### config.mk
export PLATFORM = sky130hd
export DESIGN_NAME = alu_exec_sequencer_flat
export DESIGN_NICKNAME = d
export VERILOG_FILES = /design/src/rtl/alu_exec_sequencer_if.sv /design/src/rtl/alu_exec_sequencer.sv /design/src/flat_wrapper.sv
export SDC_FILE = /design/constraint.sdc
export NUM_CORES = 1
export LEC_CHECK = 0
export CAP_MARGIN = 20
export CORE_MARGIN = 2
export CORE_UTILIZATION = 55
export CTS_CLUSTER_DIAMETER = 60
export CTS_CLUSTER_SIZE = 10
export DETAILED_ROUTE_END_ITERATION = 10
export PLACE_DENSITY = 0.76
export SLEW_MARGIN = 20
export SYNTH_ARGS = -nofsm -noshare
export SYNTH_HDL_FRONTEND = slang
export SYNTH_SLANG_ARGS = --single-unit
### constraint.sdc
create_clock -name clk -period 10.2 [get_ports clk]
set_input_delay 1.53 -clock clk [delete_from_list [all_inputs] [get_ports clk]]
set_output_delay 1.53 -clock clk [all_outputs]
set_load 0.01 [all_outputs]
### src/rtl/alu_exec_sequencer_if.sv
// Bundle of the sequencer's command handshake and register-file port.
// The slave side is the sequencer; the master side is its requester plus
// the register file that supplies operands and accepts the writeback.
interface alu_exec_sequencer_if #(
  parameter int W = 16
);
  logic         start;
  logic [1:0]   alu_op;
  logic [1:0]   shift;
  logic [2:0]   rn;
  logic [2:0]   rm;
  logic [2:0]   rd;
  logic         wb;
  logic [W-1:0] rf_data_out;
  logic [2:0]   rf_readnum;
  logic [2:0]   rf_writenum;
  logic         rf_write;
  logic [W-1:0] rf_data_in;
  logic         busy;
  logic         done;
  logic [2:0]   status;

  modport slave (
    input  start, alu_op, shift, rn, rm, rd, wb, rf_data_out,
    output rf_readnum, rf_writenum, rf_write, rf_data_in, busy, done, status
  );

  modport master (
    output start, alu_op, shift, rn, rm, rd, wb, rf_data_out,
    input  rf_readnum, rf_writenum, rf_write, rf_data_in, busy, done, status
  );
endinterface

### src/rtl/alu_exec_sequencer.sv
// Multi-cycle execute stage: reads A and B from the register file over two
// cycles, shifts B, runs the ALU into C with {Z,N,V}, then writes C back.
// One operation every five cycles under a start/done handshake.
module alu_exec_sequencer #(
  parameter int W = 16
) (
  input logic                clk,
  input logic                reset_n,
  alu_exec_sequencer_if.slave bus
);

  typedef enum logic [2:0] {
    S_IDLE,
    S_LOAD_A,
    S_LOAD_B,
    S_EXEC,
    S_WB
  } state_t;

  localparam logic [1:0] OP_ADD = 2'b00;
  localparam logic [1:0] OP_SUB = 2'b01;
  localparam logic [1:0] OP_AND = 2'b10;
  localparam logic [1:0] OP_MVN = 2'b11;

  localparam logic [W-1:0] ONE = W'(1);

  state_t       state, state_nxt;

  logic [1:0]   alu_op_q;
  logic [1:0]   shift_q;
  logic [2:0]   rn_q;
  logic [2:0]   rm_q;
  logic [2:0]   rd_q;
  logic         wb_q;

  logic [W-1:0] a_q;
  logic [W-1:0] b_q;
  logic [W-1:0] c_q;
  logic [2:0]   status_q;

  logic [W-1:0] b_sh;
  logic [W-1:0] result;
  logic         v_flag;

  // State register.
  // NOTE: sequential state uses non-blocking (<=) so every flop samples
  // pre-edge values; blocking here would create order-dependent races.
  always_ff @(posedge clk or negedge reset_n) begin
    if (!reset_n) state <= S_IDLE;
    else          state <= state_nxt;
  end

  // Next-state logic: fixed walk through the five states, gated by start.
  // NOTE: next-state is given a default before the case so that no path
  // leaves it unassigned, which would infer a latch.
  always_comb begin
    state_nxt = state;
    unique case (state)
      S_IDLE:   if (bus.start) state_nxt = S_LOAD_A;
      S_LOAD_A: state_nxt = S_LOAD_B;
      S_LOAD_B: state_nxt = S_EXEC;
      S_EXEC:   state_nxt = S_WB;
      S_WB:     state_nxt = S_IDLE;
      default:  state_nxt = S_IDLE;
    endcase
  end

  // Command capture and datapath registers; each loads only in its own state.
  always_ff @(posedge clk or negedge reset_n) begin
    if (!reset_n) begin
      alu_op_q <= '0;
      shift_q  <= '0;
      rn_q     <= '0;
      rm_q     <= '0;
      rd_q     <= '0;
      wb_q     <= 1'b0;
      a_q      <= '0;
      b_q      <= '0;
      c_q      <= '0;
      status_q <= '0;
    end else begin
      unique case (state)
        S_IDLE: begin
          if (bus.start) begin
            alu_op_q <= bus.alu_op;
            shift_q  <= bus.shift;
            rn_q     <= bus.rn;
            rm_q     <= bus.rm;
            rd_q     <= bus.rd;
            wb_q     <= bus.wb;
          end
        end
        S_LOAD_A: a_q <= bus.rf_data_out;
        S_LOAD_B: b_q <= bus.rf_data_out;
        S_EXEC: begin
          c_q      <= result;
          status_q <= {(result == '0), result[W-1], v_flag};
        end
        default: ;
      endcase
    end
  end

  // Barrel-free one-bit shifter forming B'.
  always_comb begin
    b_sh = b_q;
    unique case (shift_q)
      2'b00: b_sh = b_q;
      2'b01: b_sh = {b_q[W-2:0], 1'b0};
      2'b10: b_sh = {1'b0, b_q[W-1:1]};
      2'b11: b_sh = {b_q[W-1], b_q[W-1:1]};
      default: b_sh = b_q;
    endcase
  end

  // ALU and signed-overflow detect; carry out is intentionally dropped.
  always_comb begin
    result = '0;
    v_flag = 1'b0;
    unique case (alu_op_q)
      OP_ADD: begin
        result = a_q + b_sh;
        v_flag = (a_q[W-1] == b_sh[W-1]) && (result[W-1] != a_q[W-1]);
      end
      OP_SUB: begin
        result = a_q + ~b_sh + ONE;
        v_flag = (a_q[W-1] != b_sh[W-1]) && (result[W-1] != a_q[W-1]);
      end
      OP_AND: result = a_q & b_sh;
      OP_MVN: result = ~b_sh;
      default: result = '0;
    endcase
  end

  // Register-file read select follows the load state; zero otherwise.
  always_comb begin
    bus.rf_readnum = 3'd0;
    unique case (state)
      S_LOAD_A: bus.rf_readnum = rn_q;
      S_LOAD_B: bus.rf_readnum = rm_q;
      default:  bus.rf_readnum = 3'd0;
    endcase
  end

  // Remaining outputs decode directly from registers, so they are glitch-free
  // and drop the instant reset forces the state back to IDLE.
  assign bus.rf_writenum = rd_q;
  assign bus.rf_write    = (state == S_WB) && wb_q;
  assign bus.rf_data_in  = c_q;
  assign bus.busy        = (state != S_IDLE);
  assign bus.done        = (state == S_WB);
  assign bus.status      = status_q;

endmodule
### src/flat_wrapper.sv
// flat-port wrapper written by rule: the top's interface ports become plain ports
module alu_exec_sequencer_flat 
#(
  parameter int W = 16
)
  (clk, reset_n, bus_start, bus_alu_op, bus_shift, bus_rn, bus_rm, bus_rd, bus_wb, bus_rf_data_out, bus_rf_readnum, bus_rf_writenum, bus_rf_write, bus_rf_data_in, bus_busy, bus_done, bus_status);
  alu_exec_sequencer_if #(.W(W)) bus_i ();
  input logic clk;
  input logic reset_n;
  input wire logic [$bits(bus_i.start)-1:0] bus_start;
  input wire logic [$bits(bus_i.alu_op)-1:0] bus_alu_op;
  input wire logic [$bits(bus_i.shift)-1:0] bus_shift;
  input wire logic [$bits(bus_i.rn)-1:0] bus_rn;
  input wire logic [$bits(bus_i.rm)-1:0] bus_rm;
  input wire logic [$bits(bus_i.rd)-1:0] bus_rd;
  input wire logic [$bits(bus_i.wb)-1:0] bus_wb;
  input wire logic [$bits(bus_i.rf_data_out)-1:0] bus_rf_data_out;
  output wire logic [$bits(bus_i.rf_readnum)-1:0] bus_rf_readnum;
  output wire logic [$bits(bus_i.rf_writenum)-1:0] bus_rf_writenum;
  output wire logic [$bits(bus_i.rf_write)-1:0] bus_rf_write;
  output wire logic [$bits(bus_i.rf_data_in)-1:0] bus_rf_data_in;
  output wire logic [$bits(bus_i.busy)-1:0] bus_busy;
  output wire logic [$bits(bus_i.done)-1:0] bus_done;
  output wire logic [$bits(bus_i.status)-1:0] bus_status;
  assign bus_i.start = bus_start;
  assign bus_i.alu_op = bus_alu_op;
  assign bus_i.shift = bus_shift;
  assign bus_i.rn = bus_rn;
  assign bus_i.rm = bus_rm;
  assign bus_i.rd = bus_rd;
  assign bus_i.wb = bus_wb;
  assign bus_i.rf_data_out = bus_rf_data_out;
  assign bus_rf_readnum = bus_i.rf_readnum;
  assign bus_rf_writenum = bus_i.rf_writenum;
  assign bus_rf_write = bus_i.rf_write;
  assign bus_rf_data_in = bus_i.rf_data_in;
  assign bus_busy = bus_i.busy;
  assign bus_done = bus_i.done;
  assign bus_status = bus_i.status;
  alu_exec_sequencer #(.W(W)) u_core (.clk(clk), .reset_n(reset_n), .bus(bus_i));
endmodule
==> impl_metrics.toml <==
[routing]
routed_wl_um = 12000
postRouteAntennaNets = 0
dr.first_iter.drc_count = 417
vias = 4181
viasPerCell = 6.01
wl_per_cell_um = 17.2
remaining_drc_errors = 0
drt_first_pass_iters = 5

[timing]
max_freq_mhz = 243
maxSlewHeadroom = 0.366
skew_ns = 0.0180
drv_slew = 0
tightestPinTransition_ns = 0.949
rsz0062_at_grt = "false"
setup-tns-final_ns = 0
whs_ns = 0.474
post-route-period-util = 0.404
min_period_ns = 4.12
finalHoldViolCount = 0
setup_viol = 0

[synth]
ys_top_cells_by_area = "dfrtp_1 (34%), mux2_2 (11%), ha_1 (8.1%)"
synthFlopType = "dfrtp_1"
synth-seq-area-share = 0.339
synth_top_area_share = 0.339
synth-async-reset-ratio = 1.00
synth_top_area_cell = "dfrtp_1"
syn-num-nets = 603
syn_inst = 536
syn_avg_cell_area_um2 = 9.24
synth_edf_count = 0
yosys_warnings = 0
synthesis.area_mm2 = 0.00495
synth.distinct_cells = 70
yosys_register_bits = 67

[critical_path]
start_kind = "register"
worstSetupEndpointType = "register"
worstPathRequired_ns = 10.46
rrSetupSlack_ns = 6.08
crit_chain = "mux2i_1, nor2_1, a21oi_1, inv_1, ha_1, or4_4, nor3_1, o311ai_1, a41oi_1, mux2_1, o2111ai_1, nor4b_2, nand4_1, o31ai_1"
critical-path-slowest-cell = "dfrtp_1"
arrival_ns = 4.38
critPathMaxStageDelay_ns = 0.87
cp_max_fo = 18
path_class = "reg2reg"

[floorplan]
io_pins = 61
rows = 34
die-area_mm2 = 0.00978
dieWidth_um = 98.9
coreArea_mm2 = 0.00872
start_util = 0.568
die_h_um = 98.9

[clocking]
clk_pin_slew_ns = 0.08
htreeDepth = 3
clk_latency_ns = 0.36
clockRootBuffer = "clkbuf_8"
cts_setup_buffers = 0
cts_resized = 0
clk_path_buf_depth = 2
cts_sinks = 67
cts-hold-fix-buffers = 0
cts_made_buffers = 9
cts_tree = "yes"

[finish]
n_antenna_cell = 0
syn_to_final_growth_pct = 17.4
drive_gt1_frac = 0.155
fin_util = 0.667
design_area_mm2 = 0.00581
final_nets = 651

[placed_design]
place_congestion = 0.947
port_buffers = 60
place_area_mm2 = 0.00557
dp_hpwl_um = 8950

[global_routing]
antenna_found_initial = 0
track_usage = 0.257
first_global_vias = 4011
grt_pass1_wl_um = 20200
grt_overflow = 0
grt_max_degree = 68

[worst_hold_path]
holdCritPathClass = "reg2reg"

[status]
status = "finished clean"

[flow_run]
maxCapViolCount = 0
==> cells in the final DEF, fill, tap and decap left out, types with 8 or more instances in the layout <==
cell type	Yosys	layout
xnor2_1	8	8
dfrtp_1	67	67
mux2_2	48	48
clkdlybuf4s50_1	0	59
nor2_1	23	23
nor2b_1	8	8
clkbuf_8	0	9
o21ai_0	45	45
mux2i_1	20	20
nor3_1	11	11
a21oi_1	38	38
nand2_1	55	55
nand3_1	12	12
ha_1	32	32
inv_1	30	30
==> worst max-delay path: cells and delay by family (launching register included) <==
kind	cells	cell delay, ns
buf+inv	1	0.07
fa+ha+maj	1	0.42
mux	2	0.60
compound gates	5	1.01
flops	1	0.87
simple gates	5	1.03
==> final cells by class <==
class                      count  area (um2)
inverter                      33         124
timing repair buffer          66         641
multi-input combinational    407        3000
sequential                    67        1680
clock buffer                   9         124
clock inverter                 6         115
fill                         736        2910
tap                          108         135
==> logic make-up (layout without fill, tap and decap cells) <==
family	count (synthesis)	in the layout	synth area share
simple gates	150	150	0.153
compound gates	145	145	0.191
mux	70	70	0.156
flops	67	67	0.339
buf+inv	62	114	0.0579
fa+ha+maj	34	34	0.0890
xor+xnor	8	8	0.0142
==> sequential cells by signal (all words and copies together), names as in the netlist <==
signal / cells
u_core.a_q: 16
u_core.b_q: 16
u_core.bus.rf_data_in: 15
u_core.bus.rf_writenum: 3
u_core.bus.status: 3
u_core.rm_q: 3
u_core.rn_q: 3
u_core.state: 3
u_core.alu_op_q: 2
u_core.shift_q: 2
u_core.wb_q: 1
==> metal layers <==
layer,track usage,up-vias,part of all wire
met3,0.0475,11,0.068
met1,0.385,1978,0.48
li1,-,2031,-
met5,0,-,0
met2,0.388,161,0.45
met4,0.0580,0,0.0092
==> synthesized netlist by cell type (5+ instances only) <==
| cell type | instances |
|---|---|
| nand2_1 | 55 |
| buf_2 | 10 |
| o21ai_0 | 45 |
| nor2b_1 | 8 |
| inv_1 | 30 |
| a21o_1 | 6 |
| nand4_1 | 6 |
| mux2i_1 | 20 |
| a211oi_1 | 5 |
| nor3_1 | 11 |
| ha_1 | 32 |
| or3_1 | 6 |
| xnor2_1 | 8 |
| dfrtp_1 | 67 |
| clkbuf_1 | 10 |
| nand3_1 | 12 |
| a21oi_1 | 38 |
| nor2_1 | 23 |
| mux2_2 | 48 |
| a31oi_1 | 5 |
| nand2b_1 | 6 |
| o31ai_1 | 5 |
==> path summary, 6_finish.rpt <==
kind / start / end / depth (start not counted)
setup / recovery: u_core.shift_q[0]$_DFFE_PN0P_ / u_core.bus.status[2]$_DFFE_PN0P_ / 14
hold / removal: u_core.bus.rf_data_in[5]$_DFFE_PN0P_ / u_core.bus.rf_data_in[5]$_DFFE_PN0P_ / 2
setup reg to reg: u_core.shift_q[0]$_DFFE_PN0P_ / u_core.bus.status[2]$_DFFE_PN0P_ / 14
hold reg to reg: u_core.bus.rf_data_in[5]$_DFFE_PN0P_ / u_core.bus.rf_data_in[5]$_DFFE_PN0P_ / 2
max in group asynchronous: reset_n / u_core.bus.rf_data_in[7]$_DFFE_PN0P_ / 2
min in group asynchronous: reset_n / u_core.state[0]$_DFFE_PN0P_ / 2
==> through the flow <==
stage                     worst slack, ns  std cells
after floorplan                      6.59        536
after global placement               6.15        681
after detailed placement             6.12        681
after CTS                            6.09        696
after global routing                 5.76        696
final                                6.08        696
Power is not shown: default switching activity piles up to over one toggle a cycle in this logic, so the estimate is an artifact.
==> RTL edit 1: new RTL, config.mk and constraints unchanged <==
Re-encode `state_t` (5 states) as Gray code, 3 bits wide.
--- a/src/rtl/alu_exec_sequencer.sv
+++ b/src/rtl/alu_exec_sequencer.sv
@@ -11,9 +11,9 @@
 
   typedef enum logic [2:0] {
-    S_IDLE,
-    S_LOAD_A,
-    S_LOAD_B,
-    S_EXEC,
-    S_WB
+    S_IDLE   = 3'b000,
+    S_LOAD_A = 3'b001,
+    S_LOAD_B = 3'b011,
+    S_EXEC   = 3'b010,
+    S_WB     = 3'b110
   } state_t;
 
Check against the original RTL: no difference found for any inputs over 10 cycles, from zero or initial values and one cycle with reset_n low; not proved beyond that.
==> RTL edit 1 against the original RTL <==
Sequential cell count did not move. Synthesized area fell by 2.5%. Sequential share of layout area rose by 0.65 points. Routed wire length rose by 3.5%. Setup slack got worse by 0.072 ns. Maximum frequency fell by 1.7%. First-iteration DRC count fell by 53%. Die area fell by 2.4%. Cell area fell by 2.2%. Via count rose by 2.0%. Largest cell class unchanged. Highest routed layer unchanged.
Power is left out: the tool's default activity adds up to more than one toggle a clock period on the data nets, which glitch-free logic cannot reach.
==> RTL edit 1: results (changes against the original RTL) <==
| Metric | Value |
|---|---|
| Final nets | 675 (+3.7%) |
| Status | complete, no violations |
| Total number of vias | 4264 (+2.0%) |
| Gr usage total | 27.4% (+1.7 points) |
| Met2 GRT Util | 41.6% (+2.9 points) |
| Multi-In Gates | 428 (+5.2%) |
| Critical path's largest stage delay | 0.72 ns (-0.15 ns) |
| DP Wirelength | 9260 um (+3.5%) |
| Multi-input logic area | 2890 um2 (-3.6%) |
| GP Congestion | 0.885 (-6.6%) |
| Cells taking the most area after synthesis | dfrtp_1, ha_1, nand2_1 |
| Signal inverters | 36 (+9.1%) |
| Crit path max fanout | 34 (+16) |
| Initial DRC count | 194 (-53%) |
| Synth Area in XOR/XNOR | 2.18% (+0.76 points) |
| Share of cells above drive strength 1 | 10.8% (-4.7 points) |
| Number of global-route vias before repair | 4238 (+5.7%) |
| NonClk Buf Share | 11.3% (+0.25 points) |
| Die area | 9550 um2 (-2.4%) |
| Clock Network Area Fraction | 3.65% (-0.46 points) |
| Post-synth net total | 629 (+4.3%) |
| Complex-gate fraction of the synthesized area | 19.0% (-0.17 points) |
| Most common cell in the netlist | nand2_1 |
| Mux cell area share after synthesis | 12.4% (-3.3 points) |
| Fillers | 723 (-1.8%) |
| Synth cell types | 68 (-2.9%) |
| Fin util | 65.8% (-0.82 points) |
| Met1 usage | 40.2% (+1.8 points) |
| Adder-cell area share of the yosys netlist | 9.12% (+0.22 points) |
| Post-DP Area | 5480 um2 (-1.7%) |
==> RTL edit 1: worst max-delay path by stage <==
| stage | startpoint | to | slack [ns] | cells past startpoint |
|---|---|---|---|---|
| after floorplan | u_core.shift_q[1] | u_core.bus.status[2] | 6.82 | 15 |
| after global placement | u_core.shift_q[0] | u_core.bus.status[1] | 6.13 | 12 |
| after detailed placement | u_core.shift_q[1] | u_core.bus.status[2] | 6.06 | 13 |
| after CTS | u_core.shift_q[1] | u_core.bus.status[2] | 6.01 | 13 |
| after global routing | u_core.shift_q[1] | u_core.bus.status[2] | 5.53 | 11 |
| final | u_core.shift_q[1] | u_core.bus.status[2] | 6.01 | 13 |
==> RTL edit 1: metrics by stage <==
stage               worst slack [ns]  hold slack [ns]  instances
finish                          6.01            0.483        721
global route                    5.53            0.507        721
CTS                             6.01            0.484        721
detailed placement              6.06            0.466        705
global placement                6.13            0.459        705
floorplan                       6.82            0.456        562
==> RTL edit 2: new RTL, config.mk and constraints unchanged <==
Without the edit above. `W` is set to 16 in 3 places; all go to 32.
--- a/src/rtl/alu_exec_sequencer_if.sv
+++ b/src/rtl/alu_exec_sequencer_if.sv
@@ -3,5 +3,5 @@
 // the register file that supplies operands and accepts the writeback.
 interface alu_exec_sequencer_if #(
-  parameter int W = 16
+  parameter int W = 32
 );
   logic         start;
--- a/src/rtl/alu_exec_sequencer.sv
+++ b/src/rtl/alu_exec_sequencer.sv
@@ -3,5 +3,5 @@
 // One operation every five cycles under a start/done handshake.
 module alu_exec_sequencer #(
-  parameter int W = 16
+  parameter int W = 32
 ) (
   input logic                clk,
--- a/src/flat_wrapper.sv
+++ b/src/flat_wrapper.sv
@@ -2,5 +2,5 @@
 module alu_exec_sequencer_flat 
 #(
-  parameter int W = 16
+  parameter int W = 32
 )
   (clk, reset_n, bus_start, bus_alu_op, bus_shift, bus_rn, bus_rm, bus_rd, bus_wb, bus_rf_data_out, bus_rf_readnum, bus_rf_writenum, bus_rf_write, bus_rf_data_in, bus_busy, bus_done, bus_status);
Interface: changed (resized bus_rf_data_in and bus_rf_data_out); port bits go from 61 to 93. No check against the original RTL was run, so the function may have changed too.
==> RTL edit 2 against the original RTL <==
Routed wire length grew 140%. Synthesized area grew 97%. Sequential cell count grew 48. Largest cell class unchanged. Maximum frequency shrank 16%. Via count grew 110%. Setup slack lost 0.81 ns. Cell area grew 93%.
Power is not shown: default switching activity piles up to over one toggle a cycle in this logic, so the estimate is an artifact.
==> RTL edit 2: results (changes against the original RTL) <==
| Metric | Value |
|---|---|
| Post-CTS resize count | 0 (unchanged) |
| Initial DRC count | 840 (+100%) |
| Synth Instances | 1124 (+110%) |
| Buffers on Ports | 92 (+53%) |
| Delay-heaviest family, CP | simple AND/OR/NAND/NOR gates |
| Root Driver | clkbuf_16 |
| Gr usage total | 31.3% (+5.6 points) |
| Commonest cells post-synth | dfrtp_1, nand2_1, o21ai_0 |
| Total Wirelength | 28600 um (+140%) |
| Max clock buf depth | 2 (unchanged) |
| TritonRoute pass-1 iters | 6 (+1) |
| Cells taking the most area after synthesis | dfrtp_1, mux2_2, ha_1 |
| Status | complete, no violations |
| Critical path's largest stage delay | 0.54 ns (-0.33 ns) |
| Number of global-route vias before repair | 7973 (+99%) |
| First-pass GRT wire length | 44900 um (+120%) |
| CTS buffer count | 17 (+8) |
| Adder-cell area share of the yosys netlist | 8.48% (-0.41 points) |
| Synth Area in XOR/XNOR | 1.53% (+0.11 points) |
| Post-synthesis sequential area ratio | 29.5% (-4.4 points) |
| Post-synth net total | 1238 (+110%) |
| CTS H-tree lvls | 4 (+1) |
| Synth cell types | 91 (+30%) |
| Slew headroom | 35.9% (-0.63 points) |
| Clock transition at path regs | 0.06 ns (-0.02 ns) |
| Slowest cell on the critical path | or3b_2 |
| Complex-gate fraction of the synthesized area | 24.2% (+5.1 points) |
| Mux cell area share after synthesis | 14.0% (-1.7 points) |
| Post-DP Area | 10700 um2 (+91%) |
| CP arrival | 5.26 ns (+0.88 ns) |
| Crit path max fanout | 64 (+46) |
| Fillers | 1511 (+110%) |
| Post-place setup slack | 5.46 ns (-0.658 ns) |
| Final nets | 1288 (+98%) |
| Worst hold path type | register to register |
| Worst skew pair latency | 0.43 ns (+0.07 ns) |
| Post-CTS Setup Inserts | 0 (unchanged) |
| Share of cells above drive strength 1 | 14.4% (-1.1 points) |
| Antenna cells | 0 (unchanged) |
| Final std cells w/o fill | 1412 (+100%) |
| Antenna violations before repair | 0 (unchanged) |
| Async set-reset flop share out of synthesis | 100% (unchanged) |
| Largest net degree at the start of global routing | 68 (unchanged) |
| Vias per cell | 6.34 (+5.6%) |
| DP Wirelength | 21500 um (+140%) |
| Final Skew | 0.0174 ns (-0.000582 ns) |
| GP Congestion | 1.00 (+5.7%) |
| YS warnings | 0 (unchanged) |
RTL edit 2: changes by cell type after synthesis, sizes merged, moves of 34 or more:
cell and change:
mux2 +38, nand2 +57, inv +34, nor2 +44
a21oi +42, dfrtp +48, o21ai +53
RTL edit 2: final timing paths:
kind | start | end | slack (ns) | depth (start not counted)
max in group asynchronous | reset_n | u_core.bus.rf_data_in[25] | 7.82 | 2
setup / recovery | u_core.shift_q[1] | u_core.bus.status[2] | 5.27 | 17
hold / removal | u_core.bus.rf_data_in[24] | u_core.bus.rf_data_in[24] | 0.48 | 2
setup reg to reg | u_core.shift_q[1] | u_core.bus.status[2] | 5.27 | 17
hold reg to reg | u_core.bus.rf_data_in[24] | u_core.bus.rf_data_in[24] | 0.48 | 2
min in group asynchronous | reset_n | u_core.a_q[6] | 1.10 | 1
RTL edit 2: metal layers:
metal  vias up  global-route usage [%]  share of wire (%)
met5         -                       0                  0
met4         0                    5.56                1.0
met3        23                    9.20                 11
met2       454                    41.0                 39
met1      4244                    50.3                 49
li1       4235                       -                  -
RTL edit 2: worst register-to-register path, delay by kind of cell, from the launching register on:
kind | cells | cell delay [ns]
flip-flops | 1 | 0.38
AND/OR/NAND/NOR | 8 | 2.15
buffers and inverters | 2 | 0.36
AO/OA/AOI/OAI | 5 | 1.32
adder cells (fa/ha/maj) | 2 | 0.63
RTL edit 2: layout make-up:
type                    instances  area, um2  share of cell area, %
clock buffers                  17        425                   3.79
clock inverters                15        141                   1.26
inverters                      68        255                   2.27
multi-input cells             869       6250                   55.6
flip-flops and latches        115       2880                   25.6
well taps                     225        282                   2.51
repair buffers                103       1000                   8.91
RTL edit 2: logic make-up after synthesis:
group,after synthesis
buf+inv,140
flops,115
fa+ha+maj,65
compound gates,349
simple gates,314
xor+xnor,17
mux,124
